==> src/rtl/heartbeat_kicker.sv <==
// -----------------------------------------------------------------------------
// heartbeat_kicker
//
// Drives the heartbeat input of watchdog_timer. Alive strobes from the monitored
// subsystems are collected over a fixed window of PERIOD cycles. At the end of
// each window the collected set is evaluated:
//   - If every monitored source checked in, a PULSE_LEN-cycle heartbeat is issued.
//   - Otherwise the window counts as missed.
// After MAX_MISS consecutive missed windows the kicker stops pulsing on purpose.
// The watchdog is then left to warn and trigger. Only enable=0 or reset ends
// this starving condition.
//
// Ports
//   clk          in   1      system clock
//   rstn         in   1      asynchronous active-low reset
//   enable       in   1      run kicker; low = idle and clear window state
//   src_mask     in   N_SRC  1 = source monitored, applied at window evaluation
//   src_alive    in   N_SRC  single-cycle check-in strobes
//   heartbeat    out  1      registered pulse to watchdog_timer.heartbeat
//   missed_mask  out  N_SRC  monitored sources absent in last evaluated window
//   miss_count   out  8      total missed windows, saturating at 255
//   starving     out  1      high while heartbeats are deliberately withheld
// -----------------------------------------------------------------------------
module heartbeat_kicker #(
    parameter int N_SRC     = 4,
    parameter int PERIOD    = 1000,
    parameter int PULSE_LEN = 2,
    parameter int MAX_MISS  = 3
) (
    input  logic             clk,
    input  logic             rstn,
    input  logic             enable,
    input  logic [N_SRC-1:0] src_mask,
    input  logic [N_SRC-1:0] src_alive,
    output logic             heartbeat,
    output logic [N_SRC-1:0] missed_mask,
    output logic [7:0]       miss_count,
    output logic             starving
);

    localparam int CW = $clog2(PERIOD);
    localparam int KW = $clog2(MAX_MISS + 1);

    localparam logic [CW-1:0] CNT_LAST   = CW'(PERIOD - 1);
    localparam logic [CW-1:0] PULSE_LAST = CW'(PULSE_LEN - 1);
    localparam logic [KW-1:0] MISS_LIMIT = KW'(MAX_MISS);
    localparam logic [KW-1:0] STARVE_AT  = KW'(MAX_MISS - 1);

    typedef enum logic [1:0] {
        S_IDLE,
        S_COLLECT,
        S_KICK,
        S_STARVE
    } state_e;

    state_e           state_q, state_d;
    logic [CW-1:0]    cnt_q, cnt_d;
    logic [N_SRC-1:0] seen_q, seen_d;
    logic [N_SRC-1:0] missed_q, missed_d;
    logic [7:0]       miss_cnt_q, miss_cnt_d;
    logic [KW-1:0]    consec_q, consec_d;
    logic             hb_q, hb_d;
    logic             starve_q, starve_d;

    logic [N_SRC-1:0] seen_eval;
    logic             boundary;
    logic             hit;

    // A strobe on the boundary cycle still belongs to the closing window.
    // That is why evaluation uses seen_q merged with this cycle's strobes.
    assign seen_eval = seen_q | (src_alive & src_mask);
    assign boundary  = (state_q != S_IDLE) && (cnt_q == CNT_LAST);
    // An empty mask is trivially satisfied and counts as a hit.
    assign hit       = ((seen_eval & src_mask) == src_mask);

    // NOTE: every variable driven here gets a default first.
    // A path that leaves one unassigned would infer a latch.
    always_comb begin
        state_d    = state_q;
        cnt_d      = cnt_q;
        seen_d     = seen_q;
        missed_d   = missed_q;
        miss_cnt_d = miss_cnt_q;
        consec_d   = consec_q;

        if (!enable) begin
            // miss_count and missed_mask deliberately keep their values here.
            state_d  = S_IDLE;
            cnt_d    = '0;
            seen_d   = '0;
            consec_d = '0;
        end else if (state_q == S_IDLE) begin
            state_d = S_COLLECT;
            cnt_d   = '0;
            seen_d  = '0;
        end else if (boundary) begin
            cnt_d  = '0;
            seen_d = '0;
            if (hit) begin
                missed_d = '0;
                consec_d = '0;
                // While starving, a hit is recorded but never produces a pulse.
                if (state_q != S_STARVE) begin
                    state_d = S_KICK;
                end
            end else begin
                missed_d = src_mask & ~seen_eval;
                if (miss_cnt_q != 8'hFF) begin
                    miss_cnt_d = miss_cnt_q + 8'd1;
                end
                if (consec_q != MISS_LIMIT) begin
                    consec_d = consec_q + 1'b1;
                end
                // consec_q is the count before this miss.
                // Reaching STARVE_AT means this miss is number MAX_MISS.
                if (consec_q >= STARVE_AT) begin
                    state_d = S_STARVE;
                end else if (state_q != S_STARVE) begin
                    state_d = S_COLLECT;
                end
            end
        end else begin
            cnt_d  = cnt_q + 1'b1;
            seen_d = seen_eval;
            // KICK covers window counts 0..PULSE_LEN-1.
            // PULSE_LEN <= PERIOD-2, so it always ends before the next boundary.
            if ((state_q == S_KICK) && (cnt_q == PULSE_LAST)) begin
                state_d = S_COLLECT;
            end
        end

        // Outputs come from dedicated flops fed by the next state.
        // They are therefore glitch-free and change in the same cycle as the state.
        hb_d     = (state_d == S_KICK);
        starve_d = (state_d == S_STARVE);
    end

    // NOTE: sequential state uses non-blocking assignments only.
    // All flops then update together from the values held before the edge.
    always_ff @(posedge clk or negedge rstn) begin
        if (!rstn) begin
            state_q    <= S_IDLE;
            cnt_q      <= '0;
            seen_q     <= '0;
            missed_q   <= '0;
            miss_cnt_q <= '0;
            consec_q   <= '0;
            hb_q       <= 1'b0;
            starve_q   <= 1'b0;
        end else begin
            state_q    <= state_d;
            cnt_q      <= cnt_d;
            seen_q     <= seen_d;
            missed_q   <= missed_d;
            miss_cnt_q <= miss_cnt_d;
            consec_q   <= consec_d;
            hb_q       <= hb_d;
            starve_q   <= starve_d;
        end
    end

    assign heartbeat   = hb_q;
    assign starving    = starve_q;
    assign missed_mask = missed_q;
    assign miss_count  = miss_cnt_q;

endmodule

==> config.mk <==
export PLATFORM = sky130hd
export DESIGN_NAME = heartbeat_kicker
export DESIGN_NICKNAME = d
export VERILOG_FILES = /design/src/rtl/heartbeat_kicker.sv
export SDC_FILE = /design/constraint.sdc
export NUM_CORES = 1
export LEC_CHECK = 0
export CAP_MARGIN = 20
export CORE_AREA = 2 2 61 63
export CTS_BUF_LIST = sky130_fd_sc_hd__clkbuf_4 sky130_fd_sc_hd__clkbuf_8 sky130_fd_sc_hd__clkbuf_16
export CTS_CLUSTER_DIAMETER = 30
export DETAILED_ROUTE_END_ITERATION = 10
export DIE_AREA = 0 0 63 65
export GPL_ROUTABILITY_DRIVEN = 0
export MAX_ROUTING_LAYER = met4
export PLACE_DENSITY_LB_ADDON = 0.2
export SLEW_MARGIN = 20
export SYNTH_ARGS = -nofsm -noshare
export SYNTH_HDL_FRONTEND = slang
export SYNTH_SLANG_ARGS = --single-unit
==> constraint.sdc <==
create_clock -name clk -period 1.9 [get_ports clk]
set_input_delay 0.19 -clock clk [delete_from_list [all_inputs] [get_ports clk]]
set_output_delay 0.19 -clock clk [all_outputs]
set_load 0.005 [all_outputs]
[Word level (Yosys, flattened, before mapping)]
Index checks and enable logic that the tools add are counted.
Word-level totals
  input bits: 11
  register bits after elaboration: 32
Cells by class
  mux-type cells: 20
  equality and inequality tests: 12
  order comparisons: 1
  bitwise gates (word level): 7
  reduce and logical (&&, ||, !) cells: 7
  add/sub/neg operators: 3
Operators with widths (count)
  $mux W10: 3
  $mux W2: 13
  $mux W4: 4
  $and A4 B4 Y4: 3
  $add A10 B1 Y10 const B: 1
  $eq A10 B1 Y1 const B: 1
  $eq A10 B10 Y1 const B: 1
  $add A8 B1 Y8 const B: 1
  $ne A8 B8 Y1 const B: 1
  $eq A2 B2 Y1 const B: 3
  $ne A2 B2 Y1 const B: 3
  $reduce_and A3 Y1: 2
  $reduce_and A5 Y1: 1
  $eq A4 B4 Y1: 1
  $not A4 Y4: 1
  $or A4 B4 Y4: 1
  $ne A3 B1 Y1 const B: 1
  $add A2 B1 Y2 const B: 1
  $ge A2 B2 Y1 const B: 1
  $logic_and A1 B1 Y1: 2
  $logic_not A2 Y1: 1
  $ne A2 B1 Y1 const B: 1
  $not A1 Y1: 2
  $reduce_bool A2 Y1: 1

[Longest topological paths before layout]
  depth after elaboration: 9
  depth in mapped cells: 7
  depth with buffers taken out: 6

[Worst setup path before layout]
No wires, ideal clock.
  path kind: register to register
  start: register cnt_q[3]
  end: register consec_q[1]
  setup time: 0.096 ns
  clock period less this slack: 1.972 ns
  arrival time: 1.876 ns
  data required time: 1.804 ns
  stages on the path, launching flop included: 5
  buffers on the path: 0
  path slack: -0.072 ns
  cells stage by stage: dfrtp_1 or3b_1 or3_4 or4_4 o32ai_2
On the way
  longest elaborated chain between the ends: 4
Ends and longest elaborated chain
  from (decl): line 57  | logic [CW-1:0] cnt_q, cnt_d;
  from (signal assigned): line 152  | cnt_q <= cnt_d;
  $eq A10 B10 Y1: line 72  | assign boundary = (state_q != S_IDLE) && (cnt_q == CNT_LAST);
  $logic_and A1 B1 Y1: line 72
  $ne A2 B1 Y1 (no line)
  $reduce_and A3 Y1 (no line)
  to (signal assigned): line 156  | consec_q <= consec_d;
  to (decl): line 61  | logic [KW-1:0] consec_q, consec_d;
Every way passes these cells.
A chain may end at the register's enable or synchronous reset.

[Worst setup path in the final report]
  start: register cnt_q[4]
  end: register consec_q[1]
Same word-level chain as after synthesis.

==> flow_summary.yaml <==
min_path:
  hold_class: "primary input to asynchronous set/reset pin"
finish:
  fin_area_um2: 2150
  antenna_cells: 0
  fin_nets: 225
  multi_input_area_um2: 762
  seq_area_um2: 801
  utilization_pct: 61.6
  areaGrowthSynthToFinish_pct: 37.5
  drive_gt1_share_pct: 23.3
  fillers: 330
detailed_routing:
  ant_nets: 0
  wl_per_cell_um: 12.7
  wirelength_mm: 3.28
  drc: 0
  vias: 1313
  firstDrtPassIters: 4
  drt-initial-drc-count: 36
  vias_per_cell: 5.09
cts:
  h-tree-depth: 2
  cts_root_buffer: "clkbuf_4"
  cts_tree: "yes"
  clk_pin_slew_worst_paths_ps: 100
  cts_sinks: 32
  cts_buffers: 5
  cts_setup_buffers: 0
  clkLatencyLatePin_ps: 340
  clock_tree.buffer_depth: 2
pwr:
  power_mw: 1.32
  p_per_area_nw_per_um2: 612
  vdd_drop_max_mv: 0.473
  p_leak_nw: 0.928
synth:
  ys.warnings.count: 0
  synth_cell_type_count: 33
  syn_nets: 175
  synthCells: 159
  syn-cell-area_um2: 1570
  synth.area.top_cells: "dfrtp_1 51%, nor2_1 5.3%, xnor2_1 5.0%"
  synth_ff_type: "dfrtp_1"
  yosysSeqAreaShare_pct: 51.1
  synth_edf_count: 0
  async_flop_share_pct: 100
  yosysTopAreaCell: "dfrtp_1"
  avgSynthCellArea_um2: 9.85
  ys_ff_latch: 32
  synth_top_area_share_pct: 51.1
floorplan:
  dieArea_um2: 4100
  num_rows: 22
  die_x_um: 63
  initial_core_util_pct: 44.8
  core_area_um2: 3500
  io_pins: 25
  die_h_um: 65
grt:
  grt_overflow: 0
  grt_pass1_vias: 1362
  grt_pass1_wl_mm: 5.79
  grt_max_degree: 33
  antenna_found_initial: 0
  grt_usage_pct: 18.9
setup_path:
  endpoint_kind: "register"
  slowest_stage: "or4_4"
  crit_path_start_kind: "register"
  crit_type: "register to register"
  crit_fanout: 3
  cp.arrival_ps: 2240
  path_cells: "or3b_4 -> or3_4 -> or4_4 -> o32ai_2"
  reg2reg_slack_ps: -90
  crit_required_ps: 2150
  critPathMaxStageDelay_ps: 500
  r2r_cells: 4
placement:
  dp_hpwl_mm: 2.47
  place_ws_ps: -224
  place_area_um2: 2040
  port-buffer-count: 24
status:
  violations: "negative setup slack"
  outcome: "finished, violations left"
sta:
  skew_ps: 11.8
  rsz0062_at_grt: "yes"
  max_freq_ghz: 0.503
  slew_viol_final: 0
  final-setup-viol-count: 4
  relSlewSlack_pct: 73.5
  worst_pin_slew_ps: 398
  final.setup.tns_ps: -129
  hold_viol: 0
  setup_ws_ps: -88.3
  fin_crit_sh_pct: 105
  period_needed_ps: 1990
job:
  maxCapViolations: 0
==> cell type report <==
class	count	area share, %
Tap cell	48	2.79
Multi-Input combinational cell	117	35.4
Sequential cell	32	37.2
Timing Repair Buffer	48	20.1
Clock buffer	5	1.74
Inverter	5	0.871
Clock inverter	3	1.97
==> metal layers <==
| layer | global-route usage, % | wire length (um) | vias to the layer above |
|---|---|---|---|
| met2 | 30.6 | 1660 | 29 |
| met3 | 5.38 | 143 | 5 |
| li1 | - | - | 654 |
| met5 | - | 0 | - |
| met4 | 8.61 | 51 | 0 |
| met1 | 21.9 | 1420 | 625 |
==> cells in the mapped netlist, drive strengths merged (3+ instances only) <==
master and count:
o21ai 6, nand3 7, xor2 6, nand2 20, nor4 3, inv 5, nand4 4, xnor2 9
nor3 7, a21oi 6, ha 5, clkbuf 4, dfrtp 32, or3b 5, nor2 22, or3 4
==> registers in the layout, indices dropped and copies added (netlist names) <==
signal and flops:
missed_mask 4, consec_q 2, state_q 2, miss_count 8
cnt_q 10, seen_q 4, heartbeat 1, starving 1
==> cells in the final DEF, fill, tap and decap left out, types with 2 or more instances in the layout <==
| cell type | instances |
|---|---|
| nand2_1 | 20 |
| dfrtp_1 | 32 |
| inv_1 | 5 |
| nor3_1 | 7 |
| clkbuf_4 | 5 |
| nor2_1 | 22 |
| ha_1 | 5 |
| clkdlybuf4s50_1 | 24 |
| a21oi_1 | 6 |
| or3_4 | 2 |
| nand4_1 | 3 |
| xnor2_1 | 9 |
| or3_1 | 2 |
| o21ai_0 | 6 |
| xor2_1 | 6 |
| nand3_1 | 7 |
| buf_4 | 23 |
| or3b_2 | 4 |
| nor4_1 | 2 |
==> path summary, 6_finish.rpt <==
path / startpoint / to
worst max-delay path: cnt_q[4] / consec_q[1]
worst min-delay path: rstn / miss_count[5]
worst max register to register: cnt_q[4] / consec_q[1]
worst min register to register: missed_mask[0] / missed_mask[0]
max in group asynchronous: rstn / missed_mask[1]
min in group clk: src_alive[2] / seen_q[2]
==> power by group <==
part           internal [mW]  switching [mW]
clock network          0.274           0.238
logic                 0.0601          0.0548
registers              0.688         0.00369
total                   1.02           0.297
==> kinds of logic after synthesis <==
group / after synthesis / synth area share (%)
adder cells (fa/ha/maj): 5 / 3.99
XOR/XNOR: 15 / 8.39
buffers and inverters: 10 / 2.48
flip-flops: 32 / 51.1
AO/OA/AOI/OAI: 19 / 7.67
AND/OR/NAND/NOR: 78 / 26.4
==> metrics by stage <==
stage               hold WS, ps  cells
global placement            469    250
global route                269    258
CTS                         233    258
detailed placement          479    250
finish                      236    258
floorplan                  -106    159
==> worst max-delay path: cells and delay by family, from the launching register on <==
family	cells	cell delay [ps]
and+or+nand+nor	3	1300
DFF	1	400
AOI/OAI and AO/OA	1	210
==> what timing repair did <==
| action | CTS | global route |
|---|---|---|
| hold buffers | 0 | 0 |
| cloned | 0 | 0 |
| endpoints found under the setup margin | 7 | 12 |
| resized for setup | 2 | 6 |
| pin swaps | 0 | 0 |
Note: power is estimated with default switching activity, not from simulation.
